File: src/rtl/echo_mix_pkg.sv
// Shared definitions for the echo output mixer: FSM encodings, saturation
// limits and the default output FIFO depth.
package echo_mix_pkg;

  typedef enum logic [1:0] {
    ST_PLAY  = 2'd0,
    ST_FADE  = 2'd1,
    ST_DRAIN = 2'd2,
    ST_IDLE  = 2'd3
  } state_e;

  localparam int SAT_MAX        = 32767;
  localparam int SAT_MIN        = -32768;
  localparam int DEF_FIFO_DEPTH = 4;

endpackage

File: src/rtl/sample_fifo.sv
// Small synchronous FIFO with count-based full/empty; head reads as zero when
// empty. A push into a full FIFO is accepted only if a pop happens that cycle.
module sample_fifo #(
  parameter int DEPTH  = 4,
  parameter int DATA_W = 16
) (
  input  logic              clk,
  input  logic              reset,
  input  logic              push,
  input  logic [DATA_W-1:0] push_data,
  input  logic              pop,
  output logic [DATA_W-1:0] head,
  output logic              empty,
  output logic              full
);

  localparam int AW = (DEPTH > 1) ? $clog2(DEPTH) : 1;

  logic [DATA_W-1:0] mem [DEPTH];
  logic [AW-1:0]     wr_ptr_q, wr_ptr_d;
  logic [AW-1:0]     rd_ptr_q, rd_ptr_d;
  logic [AW:0]       cnt_q, cnt_d;
  logic              do_push, do_pop;

  assign empty = (cnt_q == '0);
  assign full  = (cnt_q == (AW+1)'(DEPTH));
  assign head  = empty ? '0 : mem[rd_ptr_q];

  always_comb begin
    do_pop   = pop && !empty;
    do_push  = push && (!full || do_pop);
    wr_ptr_d = do_push ? wr_ptr_q + 1'b1 : wr_ptr_q;
    rd_ptr_d = do_pop  ? rd_ptr_q + 1'b1 : rd_ptr_q;
    cnt_d    = cnt_q;
    case ({do_push, do_pop})
      2'b10:   cnt_d = cnt_q + 1'b1;
      2'b01:   cnt_d = cnt_q - 1'b1;
      default: cnt_d = cnt_q;
    endcase
  end

  always_ff @(posedge clk or negedge reset) begin
    if (!reset) begin
      wr_ptr_q <= '0;
      rd_ptr_q <= '0;
      cnt_q    <= '0;
    end else begin
      wr_ptr_q <= wr_ptr_d;
      rd_ptr_q <= rd_ptr_d;
      cnt_q    <= cnt_d;
    end
  end

  always_ff @(posedge clk) begin
    if (do_push) mem[wr_ptr_q] <= push_data;
  end

endmodule

File: src/rtl/echo_mix.sv
// Dry/echo mixer: attenuated echo added to each dry sample, faded on song end,
// saturated to 16 bits and queued for the codec.
module echo_mix
  import echo_mix_pkg::*;
#(
  parameter int FIFO_DEPTH = DEF_FIFO_DEPTH,
  parameter int GAIN_SHIFT = 1,
  parameter int FADE_LEN   = 256
) (
  input  logic               clk,
  input  logic               reset,
  input  logic signed [15:0] dry_sample,
  input  logic               dry_ready,
  input  logic signed [15:0] echo_sample,
  input  logic               echo_ready,
  input  logic               echo_enable,
  input  logic               song_done,
  input  logic               codec_ready,
  output logic signed [15:0] out_sample,
  output logic               out_valid,
  output logic               overflow,
  output logic               fading
);

  localparam int CW = (FADE_LEN > 1) ? $clog2(FADE_LEN) : 1;

  function automatic logic signed [15:0] sat16(input logic signed [16:0] v);
    if (v > SAT_MAX)      return 16'(SAT_MAX);
    else if (v < SAT_MIN) return 16'(SAT_MIN);
    else                  return v[15:0];
  endfunction

  state_e             state_q, state_d;
  logic [3:0]         fade_shift_q, fade_shift_d;
  logic [CW-1:0]      fade_cnt_q, fade_cnt_d;
  logic signed [15:0] echo_hold_q;
  logic               echo_fresh_q, echo_fresh_d;
  logic               overflow_q, overflow_d;

  logic               fire_p0;
  logic signed [15:0] echo_term_p0, echo_att_p0;
  logic signed [16:0] sum_p0;
  logic [3:0]         shift_p0;

  logic               vld_p1_q;
  logic signed [16:0] sum_p1_q;
  logic [3:0]         shift_p1_q;
  logic signed [16:0] scaled_p1;
  logic signed [15:0] mix_p1;

  logic [15:0]        fifo_head;
  logic               fifo_empty, fifo_full, pop;

  // Stage 0: pair dry with the latched echo (consumed once) and sum.
  always_comb begin
    fire_p0      = dry_ready && (state_q != ST_DRAIN);
    echo_term_p0 = (echo_fresh_q && echo_enable) ? echo_hold_q : '0;
    echo_att_p0  = echo_term_p0 >>> GAIN_SHIFT;
    sum_p0       = {dry_sample[15], dry_sample} + {echo_att_p0[15], echo_att_p0};
    shift_p0     = (state_q == ST_IDLE) ? 4'd0 : fade_shift_q;
    echo_fresh_d = echo_ready ? 1'b1 : (fire_p0 ? 1'b0 : echo_fresh_q);
  end

  always_comb begin
    state_d      = state_q;
    fade_shift_d = fade_shift_q;
    fade_cnt_d   = fade_cnt_q;
    case (state_q)
      ST_PLAY: begin
        if (song_done) begin
          state_d      = ST_FADE;
          fade_shift_d = 4'd0;
          fade_cnt_d   = '0;
        end
      end
      ST_FADE: begin
        if (fire_p0) begin
          if (fade_cnt_q == CW'(FADE_LEN - 1)) begin
            fade_cnt_d   = '0;
            fade_shift_d = fade_shift_q + 4'd1;
            if (fade_shift_q == 4'd14) state_d = ST_DRAIN;
          end else begin
            fade_cnt_d = fade_cnt_q + 1'b1;
          end
        end
      end
      ST_DRAIN: begin
        if (fifo_empty && !vld_p1_q) state_d = ST_IDLE;
      end
      ST_IDLE: begin
        if (dry_ready) begin
          state_d      = ST_PLAY;
          fade_shift_d = 4'd0;
          fade_cnt_d   = '0;
        end
      end
      default: state_d = ST_PLAY;
    endcase
  end

  always_ff @(posedge clk or negedge reset) begin
    if (!reset) begin
      state_q      <= ST_PLAY;
      fade_shift_q <= 4'd0;
      fade_cnt_q   <= '0;
      echo_fresh_q <= 1'b0;
      vld_p1_q     <= 1'b0;
      overflow_q   <= 1'b0;
    end else begin
      state_q      <= state_d;
      fade_shift_q <= fade_shift_d;
      fade_cnt_q   <= fade_cnt_d;
      echo_fresh_q <= echo_fresh_d;
      vld_p1_q     <= fire_p0;
      overflow_q   <= overflow_d;
    end
  end

  always_ff @(posedge clk) begin
    if (echo_ready) echo_hold_q <= echo_sample;
    if (fire_p0) begin
      sum_p1_q   <= sum_p0;
      shift_p1_q <= shift_p0;
    end
  end

  // Stage 1: fade scaling and saturation feeding the output FIFO.
  always_comb begin
    scaled_p1  = sum_p1_q >>> shift_p1_q;
    mix_p1     = sat16(scaled_p1);
    pop        = !fifo_empty && codec_ready;
    overflow_d = overflow_q | (vld_p1_q && fifo_full && !pop);
  end

  sample_fifo #(
    .DEPTH  (FIFO_DEPTH),
    .DATA_W (16)
  ) u_fifo (
    .clk       (clk),
    .reset     (reset),
    .push      (vld_p1_q),
    .push_data (mix_p1),
    .pop       (pop),
    .head      (fifo_head),
    .empty     (fifo_empty),
    .full      (fifo_full)
  );

  assign out_sample = fifo_head;
  assign out_valid  = !fifo_empty;
  assign overflow   = overflow_q;
  assign fading     = (state_q == ST_FADE) || (state_q == ST_DRAIN);

endmodule

File: config.mk
export PLATFORM = sky130hd
export DESIGN_NAME = echo_mix
export DESIGN_NICKNAME = d
export VERILOG_FILES = /design/src/rtl/echo_mix_pkg.sv /design/src/rtl/sample_fifo.sv /design/src/rtl/echo_mix.sv
export SDC_FILE = /design/constraint.sdc
export NUM_CORES = 1
export LEC_CHECK = 0
export CORE_MARGIN = 2
export CORE_UTILIZATION = 40
export CTS_CLUSTER_SIZE = 10
export DETAILED_ROUTE_END_ITERATION = 8
export RECOVER_POWER = 100
export SLEW_MARGIN = 15
export SYNTH_ARGS = -nofsm -noshare
export SYNTH_HDL_FRONTEND = slang
export SYNTH_SLANG_ARGS = --single-unit
File: constraint.sdc
create_clock -name clk -period 2.6 [get_ports clk]
set_input_delay 0.52 -clock clk [delete_from_list [all_inputs] [get_ports clk]]
set_output_delay 0.52 -clock clk [all_outputs]
set_load 0.01 [all_outputs]
==> summary.txt, run 1 <==
Status
  – Status: complete, no violations

Global route
  – Vias in the first global route: 4434
  – Largest net degree at the start of global routing: 25
  – First-pass GRT wire length: 21.0 mm
  – Antenna violations before repair: 0
  – GR Overflow Total: 0
  – GRT Overall Usage: 15.0%

Hold path
  – Hold Crit Class: reg2reg

Place
  – GPL Wtd Cong: 0.821
  – Post-DP HPWL: 8.90 mm
  – Buffers on Ports: 56

Synthesis
  – Post-synth top area share: 45.7%
  – Post-Synthesis Cells: 521
  – Ranking of synthesized cells by area: edfxtp_1 46%, dfrtp_1 9.1%, mux4_2 7.5%
  – Cell taking the most area after synthesis: edfxtp_1
  – Distinct cells, synth: 55
  – Yosys reg bits: 124
  – Top FF cell, synth: edfxtp_1
  – Yosys warns: 0
  – Mapped Area: 6570 um^2
  – Sequential fraction of the synthesis area: 54.9%
  – Avg Inst Size Synth: 12.6 um^2
  – Post-synth EDFFs: 100
  – Share of synthesized flip-flops with an asynchronous set or reset: 19.4%
  – Post-Syn Nets: 591

Clocking
  – Sink Count: 124
  – Hold_buf cts: 0
  – Worst-Skew Late Latency: 0.42 ns
  – H-tree Lvls: 4
  – Clock Tree Buf Depth: 2
  – CTS tree: done
  – CTS Root Cell: clkbuf_16
  – TritonCTS Buffers: 17
  – Post-CTS setup buffer count: 0
  – Clock slew at reported path FFs: 0.06 ns

Timing
  – Hold WS: 0.456 ns
  – Slew Viols, Final: 0
  – Fin crit share: 95.8%
  – Final TNS setup: 0 ns
  – Final min period: 2.49 ns
  – Max Freq: 0.402 GHz
  – Final Skew: 0.0120 ns
  – Endpoints failing setup: 0
  – Setup repair after global routing missed its margin: no
  – Least-Margin Pin Slew: 1.30 ns
  – Worst rel slew slack: 13.6%
  – Final hold violations: 0

Floorplanning
  – Horiz. Die Dim: 132 um
  – I/O Pins: 58
  – Initial Util: 41.2%
  – Die height: 132 um
  – Row count: 46
  – Full die area: 17500 um^2
  – Core area: 15900 um^2

Routing
  – Initial DRT Pass Iterations: 4
  – Post-route DRC: 0
  – Via/cell ratio: 5.04
  – Final WL: 12.3 mm
  – Post-DRT Antenna Nets: 0
  – Routed len/inst: 14.3 um
  – Iter 0 DRT Violations: 173
  – DR vias: 4336

Worst setup path
  – Critical path depth: 4
  – Worst r2r dst: sum_p1_q[15]$_DFFE_PP_
  – CP Launch Type: flip-flop
  – Crit. Startpoint: u_fifo.rd_ptr_q[0]$_DFFE_PN0N_
  – Crit path max-delay family: multiplexers
  – Crit path DAT: 1.97 ns
  – Largest stage delay, worst path: 0.52 ns
  – WP data required: 2.08 ns
  – R2R setup slack: 0.15 ns
  – Critical path buffer and inverter count: 2
  – Crit-path slowest cell: mux4_2
  – Worst Setup Path Type: reg2out
  – FF-to-FF Start: echo_fresh_q$_DFFE_PN0P_
  – R2R cell count: 8
  – Critical path endpoint category: primary output
  – Crit Path Max Fanout: 18
  – CP Capture Point: out_sample[3]
  – CP Cell Sequence: buf_12, mux4_2, and2_1, dlygate4sd2_1

Pwr
  – Power per Cell Area: 1030 nW/um^2
  – Worst IR Drop VDD: 0.000550 V
  – Leak: 3.32 nW

Flow run
  – Max Cap Viol: 0

Cells and area
  – Share of post-route cells with drive strength above 1: 19.9%
  – Fin util: 52.1%
  – ANT cells: 0
  – Layout Area Growth over Synthesis: 26.4%
  – Final nets: 701
registers in the layout, indices dropped and copies added, names as in the netlist:
| signal | flops |
|---|---|
| u_fifo.mem | 64 |
| sum_p1_q | 17 |
| echo_hold_q | 15 |
| fade_cnt_q | 8 |
| fade_shift_q | 4 |
| shift_p1_q | 4 |
| u_fifo.cnt_q | 3 |
| state_q | 2 |
| u_fifo.rd_ptr_q | 2 |
| u_fifo.wr_ptr_q | 2 |
| echo_fresh_q | 1 |
| overflow | 1 |
| vld_p1_q | 1 |
placed cells by master, fill, tap and decap left out, types with 3 or more instances in the layout:
cell / n
dlygate4sd3_1: 20
dfrtp_1: 24
and2_1: 20
nor2b_1: 6
mux2i_1: 17
o21a_1: 3
nand3_1: 13
xor2_1: 9
o211ai_1: 5
nand4_1: 6
nor3_1: 9
clkbuf_16: 17
clkdlybuf4s50_1: 19
nor2_1: 28
a21o_1: 6
xnor2_1: 11
nand2b_1: 3
dlygate4sd2_1: 16
o21ai_0: 38
clkinv_4: 3
mux2_2: 10
inv_1: 15
ha_1: 29
nand2_1: 43
o311ai_0: 3
buf_4: 46
edfxtp_1: 100
and2_0: 4
clkbuf_4: 4
inv_6: 3
a21oi_1: 14
and3_1: 19
clkbuf_2: 4
clkbuf_1: 6
mux4_2: 22
metal layers:
metal | wire length [um] | global-route usage [%]
met4 | 157 | 5.19
met1 | 5470 | 18.0
met2 | 6170 | 25.4
met3 | 509 | 4.65
met5 | 0 | 0
what timing repair did:
item	4_1_cts	5_1_grt
resized for setup	19	4
pin swaps	0	1
setup endpoints to repair	19	6
stage by stage:
| stage | power, mW | area (um^2) | std cells | setup WS, ns |
|---|---|---|---|---|
| CTS | 8.70 | 8310 | 860 | 0.00250 |
| global placement | 6.43 | 7740 | 828 | -0.413 |
| global route | 9.12 | 8300 | 860 | 0.0113 |
| floorplan | 5.26 | 6570 | 521 | 0.104 |
| detailed placement | 6.54 | 7740 | 828 | -0.486 |
| finish | 8.55 | 8300 | 860 | 0.110 |
cell usage after synthesis, types with 3 or more instances:
master    instances
xnor2_1          11
a21o_1            6
o311ai_0          3
or3_1             3
ha_1             29
xor2_1            9
mux2i_1          17
buf_2             7
buf_4             4
nor2_1           28
nand2b_1          3
nand2_1          43
a21oi_1          15
mux4_2           22
inv_1            15
nor3_1            9
dfrtp_1          24
o21a_1            3
o211ai_1          5
and3_1           19
o21ai_0          38
nor2b_1           7
nand3_1          13
clkbuf_1         13
mux2_2           10
edfxtp_1        100
and2_1           24
nand4_1           6
final cells by class:
cell class	instances	area, um^2
clock inverter	13	141
inverter	16	60.1
sequential	124	3600
fill	1369	7640
tap	216	270
timing repair buffer	116	985
multi-input combinational	356	2810
clock buffer	19	433
worst min path at each step:
stage,slack [ns],from,to,cells after the start
floorplan,0.22,reset,echo_fresh_q$_DFFE_PN0P_,0
global placement,0.44,overflow$_DFF_PN0_,overflow$_DFF_PN0_,1
detailed placement,0.45,overflow$_DFF_PN0_,overflow$_DFF_PN0_,1
CTS,0.47,reset,u_fifo.cnt_q[1]$_DFFE_PN0P_,2
global route,0.47,overflow$_DFF_PN0_,overflow$_DFF_PN0_,1
finish,0.46,overflow$_DFF_PN0_,overflow$_DFF_PN0_,1
logic make-up (layout without fill, tap and decap cells):
| group | count (synthesis) | count (layout) | share of synthesized area, % |
|---|---|---|---|
| and+or+nand+nor | 163 | 163 | 12.6 |
| DFF | 124 | 124 | 54.9 |
| AOI/OAI and AO/OA | 93 | 93 | 9.05 |
| muxes | 49 | 49 | 11.8 |
| buffers and inverters | 41 | 164 | 2.82 |
| adders and majority gates | 31 | 31 | 6.13 |
| xor gates and xnor gates | 20 | 20 | 2.67 |
where the power goes:
group	leakage, nW	switching, mW	internal, mW
combinational	1.81	1.68	1.52
clock	0.276	0.850	1.41
sequential	1.24	0.230	2.85
total	3.32	2.76	5.78
No activity file was read; power rests on OpenSTA's default activity.
==> run 2, diff against run 1 <==
Settings changed: REMOVE_ABC_BUFFERS from default to 1.
Clock period 2.6 ns to 2.5 ns, I/O delays scaled along.
==> run 2 against run 1 <==
Net effect: clock skew is 0.0029 ns lower; largest power group unchanged; largest cell class unchanged; critical endpoint is now out_sample[9]; clock power barely moved; global-route usage increased by 0.34 points; first-iteration DRC count rose by 39%; core utilization up 1.2 points.
==> summary.txt, run 2 (synthesis gave the netlist of run 1 again) <==
Status
  – Status: complete, no violations

Worst setup path
  – Crit path max-delay family: buffers and inverters
  – Critical path buffer and inverter count: 3 (+1)
  – Crit path DAT: 1.95 ns (-0.02 ns)
  – CP Cell Sequence: buf_4, bufbuf_16, mux4_2, and2_4, buf_2
  – WP data required: 2.00 ns (-0.08 ns)
  – Largest stage delay, worst path: 0.49 ns (-0.03 ns)
  – Crit Path Max Fanout: 4 (-14)
  – Critical path endpoint category: primary output
  – Crit-path slowest cell: mux4_2
  – CP Launch Type: flip-flop
  – Worst Setup Path Type: reg2out

Timing
  – Worst rel slew slack: 15.2% (+1.6 points)
  – Final hold violations: 0 (unchanged)
  – Final min period: 2.45 ns
  – Least-Margin Pin Slew: 1.27 ns (-0.0234 ns)
  – Fin crit share: 98.1%
  – Setup repair after global routing missed its margin: yes
  – Endpoints failing setup: 0 (unchanged)
  – Final Skew: 0.00911 ns (-0.00292 ns)
  – Hold WS: 0.464 ns (+0.00872 ns)
  – Max Freq: 0.408 GHz
  – Final TNS setup: 0 ns (unchanged)
  – Slew Viols, Final: 0 (unchanged)
  – Final worst setup slack: 0.0476 ns (-0.0624 ns)

Cells and area
  – Design Area, Final: 8490 um^2 (+2.3%)
  – Reg with most FFs: u_fifo.mem
  – Final nets: 714 (+1.9%)
  – Commonest non-fill, non-tap cell in the layout: edfxtp_1
  – Multi-input logic area: 2870 um^2 (+2.3%)
  – Top flop regs: u_fifo.mem: 64 flops, sum_p1_q: 17 flops, echo_hold_q: 15 flops
  – Max reg flops: 64 (unchanged)
  – Most frequent cells in the layout: 100 x edfxtp_1, 58 x buf_4, 43 x nand2_1, 36 x o21ai_0, 28 x nor2_1
  – Fillers: 1386 (+1.2%)
  – ANT cells: 0 (unchanged)
  – Layout Area Growth over Synthesis: 29.3%
  – Share of post-route cells with drive strength above 1: 25.5% (+5.6 points)
  – Post-Layout Cell Count: 871 (+1.3%)
  – Register area: 3600 um^2 (about the same)

Floorplanning
  – Core area: 15900 um^2 (unchanged)
  – Full die area: 17500 um^2 (unchanged)
  – Die height: 132 um (unchanged)
  – Initial Util: 41.2% (unchanged)
  – Row count: 46 (unchanged)
  – I/O Pins: 58 (unchanged)
  – Horiz. Die Dim: 132 um (unchanged)

Place
  – DP Area: 7810 um^2 (+0.91%)
  – Number of placed instances, taps included: 834 (+0.72%)
  – GPL Wtd Cong: 0.841 (+2.5%)
  – Buffers on Ports: 56 (unchanged)
  – Pre-CTS WS: -0.535 ns (-0.0489 ns)
  – Post-DP HPWL: 8.92 mm (+0.27%)

Pwr
  – Worst IR Drop VDD: 0.000608 V (+11%)
  – Power per Cell Area: 1070 nW/um^2 (+4.2%)
  – Leak: 3.38 nW (+1.8%)

Global route
  – Antenna violations before repair: 0 (unchanged)
  – Largest net degree at the start of global routing: 25 (unchanged)
  – Vias in the first global route: 4428 (-0.14%)
  – First-pass GRT wire length: 21.2 mm (+1.0%)
  – GR Overflow Total: 0 (unchanged)
  – GRT Overall Usage: 15.3% (+0.34 points)

Routing
  – Final WL: 12.6 mm (+2.7%)
  – Post-DRT Antenna Nets: 0 (unchanged)
  – Iter 0 DRT Violations: 240 (+39%)
  – Initial DRT Pass Iterations: 4 (unchanged)
  – Post-route DRC: 0 (unchanged)
  – Via/cell ratio: 5.14 (+2.0%)
  – Routed len/inst: 14.5 um (+1.4%)
  – DR vias: 4478 (+3.3%)

Clocking
  – CTS tree: done
  – CTS Root Cell: clkbuf_16
  – Clock Tree Buf Depth: 2 (unchanged)
  – H-tree Lvls: 4 (unchanged)
  – Worst-Skew Late Latency: 0.42 ns (about the same)
  – Sink Count: 124 (unchanged)
  – Hold_buf cts: 0 (unchanged)
  – TritonCTS Buffers: 17 (unchanged)
  – Clock slew at reported path FFs: 0.06 ns (about the same)

Flow run
  – Max Cap Viol: 0 (unchanged)

Hold path
  – Hold Crit Class: reg2reg
run 2: cell type report:
cell class / count / area share (%)
Tap cell: 216 / 3.18
Timing Repair Buffer: 129 / 13.3
Inverter: 16 / 0.707
Sequential cell: 124 / 42.5
Clock buffer: 18 / 5.05
Clock inverter: 12 / 1.49
Multi-Input combinational cell: 356 / 33.8
run 2: worst reg2reg max path: stages (launching register included):
cell       delay, ns
dfrtp_1         0.41
and3_1          0.16
ha_1            0.21
fa_2            0.37
a21o_1          0.22
a41oi_2         0.22
a211oi_2        0.11
buf_4           0.15
mux2i_1         0.15
o2111ai_1       0.13
run 2: worst paths after layout:
check,start,end,slack [ns],cells after the start
setup / recovery,u_fifo.rd_ptr_q[0]$_DFFE_PN0N_,out_sample[9],0.05,5
max in group asynchronous,reset,u_fifo.rd_ptr_q[0]$_DFFE_PN0N_,0.79,2
setup reg to reg,echo_fresh_q$_DFFE_PN0P_,sum_p1_q[14]$_DFFE_PP_,0.10,9
min in group asynchronous,reset,u_fifo.cnt_q[0]$_DFFE_PN0P_,0.88,2
hold reg to reg,overflow$_DFF_PN0_,overflow$_DFF_PN0_,0.46,1
hold / removal,overflow$_DFF_PN0_,overflow$_DFF_PN0_,0.46,1
run 2: repair_timing:
item,in CTS,in global routing
pin swaps,2,8
endpoints found under the setup margin,20,21
cloned,2,0
gates resized for setup,54,22
buffers inserted,4,1
run 2: metal layers:
layer	up-vias	global-route usage, %	wire length, um
li1	2211	-	-
met1	2168	18.4	5540
met2	82	26.1	6460
met3	17	4.31	464
met4	0	5.92	188
met5	-	0	0
run 2: per-stage QoR:
stage	utilization, %	power, mW
after global routing	53.3	9.73
after detailed placement	49.0	6.85
after floorplan	-	5.37
after global placement	49.0	6.72
final	53.3	9.12
after CTS	53.2	9.25
run 2: power by group:
part           internal, mW  switching (mW)
clock network          1.44           0.840
registers              2.97           0.232
logic                  1.81            1.83
